==> src/rtl/imem_port_arbiter.sv <==
// Arbiter sharing a single-ported, fixed-latency instruction memory between
// the fetch unit and the loader/debug port; fetch has priority, loader is starvation-protected.
module imem_port_arbiter #(
  parameter int unsigned MEM_LAT    = 2,
  parameter int unsigned STARVE_MAX = 4
) (
  input  logic        clk_i,
  input  logic        reset_ni,
  input  logic        fetch_en_i,
  input  logic        fetch_req_i,
  input  logic [31:0] fetch_addr_i,
  input  logic        fetch_flush_i,
  output logic        fetch_gnt_o,
  output logic        fetch_rvalid_o,
  output logic [31:0] fetch_rdata_o,
  input  logic        ld_req_i,
  input  logic        ld_we_i,
  input  logic [31:0] ld_addr_i,
  input  logic [31:0] ld_wdata_i,
  output logic        ld_gnt_o,
  output logic        ld_rvalid_o,
  output logic [31:0] ld_rdata_o,
  output logic        mem_en_o,
  output logic        mem_we_o,
  output logic [31:0] mem_addr_o,
  output logic [31:0] mem_wdata_o,
  input  logic [31:0] mem_rdata_i
);

  typedef enum logic {IDLE = 1'b0, BUSY = 1'b1} state_t;
  typedef enum logic [1:0] {OWN_NONE = 2'd0, OWN_FETCH = 2'd1, OWN_LD = 2'd2} owner_t;

  localparam logic [2:0] LAT_INIT   = 3'(MEM_LAT - 1);
  localparam logic [3:0] STARVE_LIM = 4'(STARVE_MAX);

  state_t      state_q, state_d;
  owner_t      owner_q, owner_d;
  logic [2:0]  lat_q, lat_d;
  logic [3:0]  starve_q, starve_d;
  logic        we_q, we_d;
  logic        flushed_q, flushed_d;

  logic        win, f_ok, ld_win, f_win, resp;

  // Handshake: a requester holds *_req_i until it sees *_gnt_o in the same
  // cycle; address/data are sampled only in that grant cycle. The matching
  // *_rvalid_o pulses exactly MEM_LAT cycles later and needs no ready.
  always_comb begin
    resp   = (state_q == BUSY) && (lat_q == 3'd0);
    win    = reset_ni && ((state_q == IDLE) || (lat_q == 3'd0));
    f_ok   = fetch_req_i & fetch_en_i & ~fetch_flush_i;
    ld_win = win & ld_req_i & (~f_ok | (starve_q == STARVE_LIM));
    f_win  = win & f_ok & ~ld_win;

    fetch_gnt_o    = f_win;
    ld_gnt_o       = ld_win;
    mem_en_o       = 1'b0;
    mem_we_o       = 1'b0;
    mem_addr_o     = 32'd0;
    mem_wdata_o    = 32'd0;
    if (ld_win) begin
      mem_en_o    = 1'b1;
      mem_we_o    = ld_we_i;
      mem_addr_o  = ld_addr_i;
      mem_wdata_o = ld_wdata_i;
    end else if (f_win) begin
      mem_en_o    = 1'b1;
      mem_addr_o  = fetch_addr_i;
    end

    // A flush arriving in the response cycle itself still kills the data.
    fetch_rvalid_o = resp && (owner_q == OWN_FETCH) && !flushed_q && !fetch_flush_i;
    fetch_rdata_o  = fetch_rvalid_o ? mem_rdata_i : 32'd0;
    ld_rvalid_o    = resp && (owner_q == OWN_LD);
    ld_rdata_o     = (ld_rvalid_o && !we_q) ? mem_rdata_i : 32'd0;
  end

  always_comb begin
    state_d   = state_q;
    owner_d   = owner_q;
    lat_d     = lat_q;
    we_d      = we_q;
    flushed_d = flushed_q;
    starve_d  = starve_q;

    if (resp) begin
      state_d   = IDLE;
      owner_d   = OWN_NONE;
      flushed_d = 1'b0;
      we_d      = 1'b0;
    end else if (state_q == BUSY) begin
      lat_d = lat_q - 3'd1;
      if (owner_q == OWN_FETCH && fetch_flush_i) flushed_d = 1'b1;
    end

    if (f_win || ld_win) begin
      state_d   = BUSY;
      lat_d     = LAT_INIT;
      owner_d   = ld_win ? OWN_LD : OWN_FETCH;
      we_d      = ld_win & ld_we_i;
      flushed_d = 1'b0;
    end

    if (!ld_req_i || ld_win) starve_d = 4'd0;
    else if (win && starve_q != STARVE_LIM) starve_d = starve_q + 4'd1;
  end

  always_ff @(posedge clk_i or negedge reset_ni) begin
    if (!reset_ni) begin
      state_q   <= IDLE;
      owner_q   <= OWN_NONE;
      lat_q     <= 3'd0;
      we_q      <= 1'b0;
      flushed_q <= 1'b0;
      starve_q  <= 4'd0;
    end else begin
      state_q   <= state_d;
      owner_q   <= owner_d;
      lat_q     <= lat_d;
      we_q      <= we_d;
      flushed_q <= flushed_d;
      starve_q  <= starve_d;
    end
  end

endmodule

==> config.mk <==
export PLATFORM = sky130hd
export DESIGN_NAME = imem_port_arbiter
export DESIGN_NICKNAME = d
export VERILOG_FILES = /design/src/rtl/imem_port_arbiter.sv
export SDC_FILE = /design/constraint.sdc
export NUM_CORES = 1
export LEC_CHECK = 0
export ABC_AREA = 0
export CORE_AREA = 3 3 102 104
export CTS_CLUSTER_DIAMETER = 60
export DETAILED_ROUTE_END_ITERATION = 10
export DIE_AREA = 0 0 105 107
export MAX_ROUTING_LAYER = met4
export PLACE_DENSITY = 0.67
export SYNTH_ARGS = -nofsm -noshare
export SYNTH_HDL_FRONTEND = slang
export SYNTH_SLANG_ARGS = --single-unit
==> constraint.sdc <==
create_clock -name clk_i -period 2.7 [get_ports clk_i]
set_clock_uncertainty 0.2 [all_clocks]
set_input_delay 0.54 -clock clk_i [delete_from_list [all_inputs] [get_ports clk_i]]
set_output_delay 0.54 -clock clk_i [all_outputs]
set_load 0.03 [all_outputs]
==> results.py <==
metrics = {
    "global_route": {
        "first_global_vias": 3343,
        "grt_pass1_wl_um": 19570,
        "grt_max_degree": 34,
        "antenna_found_initial": 1,
        "grt_util_all_layers": 0.2329,
        "overflow": 0,
    },
    "clock_tree": {
        "cts_hold_buf": 0,
        "clkTransAtPathRegs_ps": 60,
        "clk_latency_ps": 240,
        "cts_tree": "yes",
        "cts-root-buf": "clkbuf_8",
        "h-tree-depth": 1,
        "cts_buffers": 3,
        "clock_sinks": 12,
        "clock_path_buffers": 2,
    },
    "timing": {
        "hold_ws_ps": 214.6,
        "rsz0062_at_grt": "yes",
        "hold_viol_final": 0,
        "setup_ws_ps": -247.1,
        "finalMaxSlewViolations": 0,
        "worstMarginPinSlew_ps": 306.1,
        "fin_crit_sh": 1.092,
        "setup_violations": 122,
        "slew_headroom": 0.7959,
        "fmax_mhz": 339.3,
        "min_period_ps": 2947,
        "finalSetupTns_ps": -22550,
    },
    "placed_design": {
        "dpl.cell_count": 693,
        "portBuffers": 268,
        "dpl.hpwl_um": 9934,
        "gp_congestion": 0.8618,
    },
    "route": {
        "drt_iter0_drc": 146,
        "avgRoutedWirePerCell_um": 20.09,
        "drt_wl_total_um": 14990,
        "via_per_inst": 4.465,
        "via_count": 3331,
        "drtAntennaViolNets": 0,
        "route.detailed.drc": 0,
        "drtPass1Iterations": 4,
    },
    "synth": {
        "yosysWarningCount": 0,
        "synth_cells": 286,
        "synth_cell_types": 33,
        "yosys_register_bits": 12,
        "syn_nets": 425,
        "netlist_area_um2": 1813,
        "syn_area_per_cell_um2": 6.339,
        "ys_seq_area_frac": 0.1656,
    },
    "run_status": {
        "violations": "setup timing",
        "status": "complete, but fails checks",
    },
    "final_layout": {
        "layout_commonest_cell": "clkdlybuf4s50_1",
        "final_cells": 746,
        "final_cell_mix": "clkdlybuf4s50_1 (129), buf_6 (119), and2_4 (96)",
        "area_growth_pct": 265.4,
        "drive_gt1_frac": 0.6127,
        "layout.nets": 752,
    },
    "setup_path": {
        "worstSetupPathType": "flop to primary output",
        "worst-path-max-fanout": 8,
        "end_kind": "primary output",
        "startpoint_type": "flop",
        "critPathArrivalTime_ps": 2210,
        "crit_required_ps": 1960,
    },
    "power_and_ir_drop": {
        "p_total_w": 0.002767,
        "power_density_nw_per_um2": 417.7,
        "leakage_nw": 2.988,
        "max-vdd-ir-drop_mv": 0.3199,
    },
    "die": {
        "core_area_um2": 9639,
        "start_util": 0.1881,
        "die-area_um2": 11240,
        "num_io_pins": 269,
        "dieWidth_um": 105,
        "dieHeight_um": 107,
        "rows": 36,
    },
    "hold_path": {
        "hp-class": "input pin to async pin",
    },
    "flow_run": {
        "maxCapViolations": 0,
    },
}
-- power by group --
group	total (W)	switching [W]	internal (W)
Sequential	0.000295	0.0000559	0.000239
Combinational	0.00227	0.00101	0.00127
Clock	0.000199	0.0000701	0.000129
-- sequential cells by signal (all words and copies together) (netlist names) --
signal     cells
flushed_q      1
lat_q          3
owner_q        2
starve_q       4
state_q        1
we_q           1
-- stage by stage --
| stage | area [µm²] | worst slack, ps | util |
|---|---|---|---|
| 2_1_floorplan | 1976 | -58.36 | - |
| 3_3_place_gp | 4955 | -434.4 | 0.5140 |
| 3_5_place_dp | 4955 | -492.0 | 0.5140 |
| 4_1_cts | 6141 | -329.0 | 0.6371 |
| 5_1_grt | 6624 | -328.2 | 0.6872 |
| 6_report | 6624 | -247.1 | 0.6872 |
-- cell families (layout without fill, tap and decap cells) --
| family | Yosys count | count (layout) | share of synthesized area |
|---|---|---|---|
| DFF | 12 | 12 | 0.1656 |
| buffers and inverters | 29 | 355 | 0.07729 |
| other | 0 | 1 | 0 |
| adders and majority gates | 4 | 4 | 0.02761 |
| and+or+nand+nor | 197 | 197 | 0.5790 |
| AOI/OAI and AO/OA | 44 | 44 | 0.1504 |
-- final timing paths --
path | depth (start not counted) | from | slack [ps] | to
max in group asynchronous | 3 | reset_ni | 1900 | owner_q[0]$_DFFE_PN0P_
worst max register to register | 12 | lat_q[0]$_DFFE_PN0P_ | 440 | lat_q[2]$_DFFE_PN0P_
min in group clk_i | 1 | we_q$_DFFE_PN0P_ | 300 | we_q$_DFFE_PN0P_
worst min-delay path | 3 | reset_ni | 210 | starve_q[2]$_DFFE_PN0P_
worst max-delay path | 10 | starve_q[0]$_DFFE_PN0P_ | -250 | mem_wdata_o[22]
worst min register to register | 1 | we_q$_DFFE_PN0P_ | 300 | we_q$_DFFE_PN0P_
-- critical path: stages (launching register included) --
cell       delay (ps)
dfrtp_1           380
inv_1              70
ha_1              150
nand3b_1          160
a2111oi_4         380
buf_6             180
buf_12            100
buf_12            130
clkbuf_16         150
and2_4            160
buf_12            110
-- Yosys cell counts --
master	n	area, µm²
a2111oi_4	1	27.53
a211oi_1	2	15.01
a21oi_1	2	10.01
a2bb2oi_1	1	8.760
a311o_1	1	10.01
a31o_2	2	17.52
a31oi_1	1	6.260
a31oi_2	1	12.51
and2_1	97	606.8
and2b_1	1	7.510
and3b_1	1	8.760
buf_2	1	5.000
buf_4	4	30.03
buf_6	1	11.26
clkbuf_1	9	33.78
clkbuf_2	6	30.03
dfrtp_1	12	300.3
ha_1	4	50.05
inv_1	8	30.03
nand2_1	74	277.8
nand2b_1	2	12.51
nand3_1	4	20.02
nand3b_1	3	22.52
nor2_1	6	22.52
nor2b_1	1	6.260
nor3_1	3	15.01
nor3_4	1	16.27
nor3b_1	1	7.510
nor4_2	1	12.51
o21ai_0	28	140.1
o21ai_1	5	25.02
or3_1	1	6.260
or4_1	1	7.510
-- metal layers --
| metal | up-vias | GRT usage | routed length [µm] |
|---|---|---|---|
| li1 | 1579 | - | - |
| met1 | 1548 | 0.2649 | 5682 |
| met2 | 177 | 0.3964 | 7557 |
| met3 | 27 | 0.08970 | 1401 |
| met4 | 0 | 0.03936 | 342 |
| met5 | - | - | 0 |
-- layout make-up --
class,instances,area [µm²]
multi-input cells,245,1904
well taps,133,166.4
fillers,717,3015
repair buffers,343,4165
diodes,1,2.502
flip-flops and latches,12,300.3
inverters,8,30.03
clock buffers,4,55.05
-- repair_timing --
| action | in CTS | in global routing |
|---|---|---|
| setup buffers | 18 | 14 |
| gates resized for setup | 215 | 79 |
| cloned | 11 | 9 |
| pin swaps | 34 | 56 |
| setup endpoints to repair | 132 | 133 |
Note: power is estimated with default switching activity, not from simulation.
